File: src/rtl/regfile_2w2r_param.sv
// Dual-write, dual-read register file with a per-register pending scoreboard
// and a saturating same-address write-conflict counter. Optional macro: REGFILE_BYPASS_EN.
module regfile_2w2r_param #(
    parameter int DATA_WIDTH = 32,
    parameter int ADDR_WIDTH = 5,
    parameter int CNT_WIDTH  = 8
) (
    input  logic                  clk,
    input  logic                  reset,
    input  logic [ADDR_WIDTH-1:0] ReadReg1,
    input  logic [ADDR_WIDTH-1:0] ReadReg2,
    output logic [DATA_WIDTH-1:0] ReadData1,
    output logic [DATA_WIDTH-1:0] ReadData2,
    input  logic [ADDR_WIDTH-1:0] WriteReg1,
    input  logic [ADDR_WIDTH-1:0] WriteReg2,
    input  logic [DATA_WIDTH-1:0] WriteData1,
    input  logic [DATA_WIDTH-1:0] WriteData2,
    input  logic [1:0]            RegWrite_signal,
    input  logic                  Reserve_en,
    input  logic [ADDR_WIDTH-1:0] ReserveReg,
    output logic                  Pending1,
    output logic                  Pending2,
    output logic [CNT_WIDTH-1:0]  ConflictCount
);

    localparam int DEPTH = 2 ** ADDR_WIDTH;

    logic [DATA_WIDTH-1:0] regs [DEPTH];
    logic [DEPTH-1:0]      pend;
    logic [DEPTH-1:0]      pendNext;
    logic [CNT_WIDTH-1:0]  conflictCnt;

    logic write1Hit;
    logic write2Hit;
    logic dualConflict;
    logic reserveHit;

    logic [DATA_WIDTH-1:0] rdData1;
    logic [DATA_WIDTH-1:0] rdData2;
    logic                  rdPend1;
    logic                  rdPend2;

    // Register 0 is hard-wired, so every qualifier excludes it up front.
    always_comb begin
        write1Hit    = RegWrite_signal[1] && (WriteReg1 != '0);
        write2Hit    = RegWrite_signal[0] && (WriteReg2 != '0);
        dualConflict = write1Hit && write2Hit && (WriteReg1 == WriteReg2);
        reserveHit   = Reserve_en && (ReserveReg != '0);
    end

    // Port 2 is assigned last so it wins a same-address collision.
    always_ff @(posedge clk) begin
        if (reset) begin
            for (int i = 0; i < DEPTH; i++) begin
                regs[i] <= '0;
            end
        end else begin
            if (write1Hit) begin
                regs[WriteReg1] <= WriteData1;
            end
            if (write2Hit) begin
                regs[WriteReg2] <= WriteData2;
            end
        end
    end

    // Writes retire producers; a reserve in the same cycle is a newer producer and wins.
    always_comb begin
        pendNext = pend;
        if (write1Hit) begin
            pendNext[WriteReg1] = 1'b0;
        end
        if (write2Hit) begin
            pendNext[WriteReg2] = 1'b0;
        end
        if (reserveHit) begin
            pendNext[ReserveReg] = 1'b1;
        end
        pendNext[0] = 1'b0;
    end

    always_ff @(posedge clk) begin
        if (reset) begin
            pend <= '0;
        end else begin
            pend <= pendNext;
        end
    end

    always_ff @(posedge clk) begin
        if (reset) begin
            conflictCnt <= '0;
        end else if (dualConflict && (conflictCnt != '1)) begin
            conflictCnt <= conflictCnt + 1'b1;
        end
    end

    always_comb begin
        rdData1 = (ReadReg1 == '0) ? '0 : regs[ReadReg1];
        rdPend1 = pend[ReadReg1];
`ifdef REGFILE_BYPASS_EN
        // Forward in-flight write data; port 2 takes priority on a dual match.
        if (ReadReg1 != '0) begin
            if (write2Hit && (WriteReg2 == ReadReg1)) begin
                rdData1 = WriteData2;
                rdPend1 = reserveHit && (ReserveReg == ReadReg1);
            end else if (write1Hit && (WriteReg1 == ReadReg1)) begin
                rdData1 = WriteData1;
                rdPend1 = reserveHit && (ReserveReg == ReadReg1);
            end
        end
`endif
    end

    always_comb begin
        rdData2 = (ReadReg2 == '0) ? '0 : regs[ReadReg2];
        rdPend2 = pend[ReadReg2];
`ifdef REGFILE_BYPASS_EN
        if (ReadReg2 != '0) begin
            if (write2Hit && (WriteReg2 == ReadReg2)) begin
                rdData2 = WriteData2;
                rdPend2 = reserveHit && (ReserveReg == ReadReg2);
            end else if (write1Hit && (WriteReg1 == ReadReg2)) begin
                rdData2 = WriteData1;
                rdPend2 = reserveHit && (ReserveReg == ReadReg2);
            end
        end
`endif
    end

    // Outputs are held at zero while reset is asserted, before the clearing edge lands.
    always_comb begin
        ReadData1     = reset ? '0 : rdData1;
        ReadData2     = reset ? '0 : rdData2;
        Pending1      = reset ? 1'b0 : rdPend1;
        Pending2      = reset ? 1'b0 : rdPend2;
        ConflictCount = reset ? '0 : conflictCnt;
    end

endmodule

File: config.mk
export PLATFORM = sky130hd
export DESIGN_NAME = regfile_2w2r_param
export DESIGN_NICKNAME = d
export VERILOG_FILES = /design/src/rtl/regfile_2w2r_param.sv
export SDC_FILE = /design/constraint.sdc
export NUM_CORES = 2
export LEC_CHECK = 0
export CAP_MARGIN = 20
export CELL_PAD_IN_SITES_DETAIL_PLACEMENT = 0
export CELL_PAD_IN_SITES_GLOBAL_PLACEMENT = 2
export CORE_MARGIN = 2
export CORE_UTILIZATION = 47
export DETAILED_ROUTE_END_ITERATION = 8
export PLACE_DENSITY = 0.81
export SLEW_MARGIN = 20
export SYNTH_ARGS = -nofsm -noshare
export SYNTH_HDL_FRONTEND = slang
export SYNTH_SLANG_ARGS = --single-unit
File: constraint.sdc
create_clock -name clk -period 2.9 [get_ports clk]
set_clock_uncertainty 0.2 [all_clocks]
set_input_delay 0.29 -clock clk [delete_from_list [all_inputs] [get_ports clk]]
set_output_delay 0.29 -clock clk [all_outputs]
set_load 0.01 [all_outputs]
==> run_results.csv <==
group,metric,value,unit
run_status,outcome,"complete, but fails checks",
run_status,violations,"setup timing",
grt,grt_pass1_wl,338100,µm
synthesis,synthFlopType,"edfxtp_1",
grt,grt_pass1_vias,45218,
cts,cts_tree,"done",
sta,fin_ws,-136.1,ps
run,cap_violations,0,
synthesis,muxShareOfSynthArea,0.2407,
die,die_area,131700,µm²
synthesis,syn_inst,3919,
synthesis,synthTopCellsByArea,"edfxtp_1 (51%), mux4_2 (20%), a22o_1 (14%)",
power,leakagePower,26.02,nW
synthesis,yosysMostFrequentCell,"edfxtp_1",
final_layout,drive_gt1_frac,0.3829,
cts,cts_buffer_depth,3,
final_layout,n_fill_cell,9557,
final_layout,area_growth,23.56,%
cts,cts_root_buffer,"clkbuf_16",
setup_path,required,2410,ps
grt,grt_max_degree,45,
routing,routedWlPerCell,39.74,µm
place,gp_congestion,0.9282,
cts,cts.clk_slew.worst_paths,60,ps
synthesis,netlist_area,60540,µm²
setup_path,arrival,2550,ps
setup_path,setup.worst_path.end_class,"output pin",
setup_path,path_class,"flip-flop to output pin",
sta,timing.fmax,329.4,MHz
die,die_x,362.9,µm
die,die_height,362.9,µm
hold_path,hold_path.class,"input port to flip-flop",
routing,dr_total_vias,45514,
sta,finalCritPeriodShare,1.047,
final_layout,num_antenna_cells,0,
routing,drtIter0Drc,7379,
sta,rsz0062_at_grt,"true",
synthesis,synth_top_cell_area_share,0.5079,
grt,grt.total_usage,0.3631,
synthesis,synth_top_family_by_area,"multiplexers",
setup_path,reg2regPathDepth,6,
final_layout,nNetsFinal,4400,
synthesis,synth_adder_area_share,0.0002067,
sta,fin_crit,3036,ps
synthesis,yosys.area_share.simple,0.02575,
place,hpwl,153100,µm
synthesis,synth_common_cells,"edfxtp_1 (1024), a22o_1 (992), mux4_2 (527)",
sta,worst_pin_slew,1029,ps
place,portBuffers,167,
die,initial_core_util,0.4742,
cts,cts_num_sinks,1063,
sta,fin_tns_setup,-2148,ps
final_layout,multi_input_area,28020,µm²
routing,detail-route-antenna-nets,0,
synthesis,ys_seq_area_frac,0.5208,
cts,cts_buffers,115,
synthesis,syn_area_per_cell,15.45,µm²
routing,via_per_inst,7.504,
die,core-area,127700,µm²
power,ir_drop,0.0005424,V
final_layout,post-route-util,0.5859,
sta,finalSetupViolCount,41,
synthesis,synth_edf_count,1024,
synthesis,synthArstFlopShare,0,
synthesis,yosysTopAreaCell,"edfxtp_1",
hold_path,min_path_cells,4,
cts,clkLatencyLatePin,760,ps
synthesis,synth_xor_area_frac,0.0007233,
die,ios,168,
power,total_power,39.88,mW
setup_path,cp-start-kind,"flip-flop",
routing,wl,241000,µm
grt,antenna_found_initial,3,
synthesis,synth.distinct_cells,51,
synthesis,synth_compound_area_frac,0.1664,
sta,slew_headroom,0.3115,
sta,hold_viol_final,0,
grt,grt_overflow_total,0,
synthesis,synth-seq-cells,1063,
final_layout,register_area,31530,µm²
final_layout,final_cells,6065,
place,dp.cells,5865,
routing,dr.pass1.iters,7,
synthesis,ys_warn_count,0,
cts,htreeDepth,3,
power,power_density,533.1,nW/µm²
sta,final-max-slew-violation-count,0,
die,row_count,131,
sta,holdWs,82.34,ps
setup_path,worst-path-max-fanout,2,
routing,remaining_drc_errors,0,
cells by family after synthesis:
family,after synthesis
AND/OR/NAND/NOR,279
XOR/XNOR,5
AO/OA/AOI/OAI,1163
other,1
flip-flops,1063
buffers and inverters,611
multiplexers,796
adder cells (fa/ha/maj),1
layout by cell type (no fill, tap or decap), types with 38 or more instances in the layout:
master / netlist / final
a22o_1: 992 / 992
edfxtp_1: 1024 / 1024
mux4_2: 527 / 527
nor2_1: 95 / 71
clkdlybuf4s50_1: 0 / 95
dfxtp_1: 39 / 38
buf_12: 0 / 226
buf_4: 6 / 422
mux2i_1: 263 / 231
clkbuf_16: 0 / 115
cell type report:
type / instances / share of cell area
clock buffers: 128 / 0.03912
clock inverters: 87 / 0.01146
inverters: 32 / 0.001706
multi-input cells: 2276 / 0.3746
flip-flops and latches: 1063 / 0.4215
well taps: 1662 / 0.02780
repair buffers: 817 / 0.1238
registers in the layout, summed over array words and instances (netlist names):
register     flops
conflictCnt      8
pend            31
regs          1024
critical path: stages (launching register included):
cell and delay [ps]:
edfxtp_1 400, mux4_2 490, mux2i_1 200, buf_4 140, o22a_4 230, o221ai_4 160, buf_6 150
metal layers:
layer  vias to the layer above  wire length (µm)  track usage
met1                     23416             86210       0.4794
met3                       751             33740       0.1087
met2                      3823            108000       0.5483
met5                         -                 7            0
li1                      17522                 -            -
met4                         2             13000       0.1798
worst paths after layout:
kind	startpoint	end	slack, ps
hold reg to reg	pend[19]	pend[19]	280
setup reg to reg	conflictCnt[0]	conflictCnt[7]	840
hold / removal	reset	conflictCnt[6]	80
setup / recovery	regs[7][6]	ReadData2[6]	-140
stage by stage:
step           setup WS, ps  instance area [µm²]
2_1_floorplan         317.0                60660
5_1_grt              -195.0                74810
3_3_place_gp         -568.6                70040
3_5_place_dp         -527.9                70040
6_report             -136.1                74810
4_1_cts              -151.5                74510
report_power, final:
part | internal (mW) | switching (mW) | leakage [nW]
registers | 17.8 | 0.490 | 10.1
logic | 2.96 | 3.51 | 14.0
clock network | 8.46 | 6.69 | 1.86
total | 29.2 | 10.7 | 26.0
what timing repair did:
action,CTS,global route
resized for setup,468,42
setup buffers,1,2
endpoints found under the setup margin,66,58
pin swaps,34,21
hold endpoints to repair,27,0
hold buffers,1,0
Note: power is estimated with default switching activity, not from simulation.
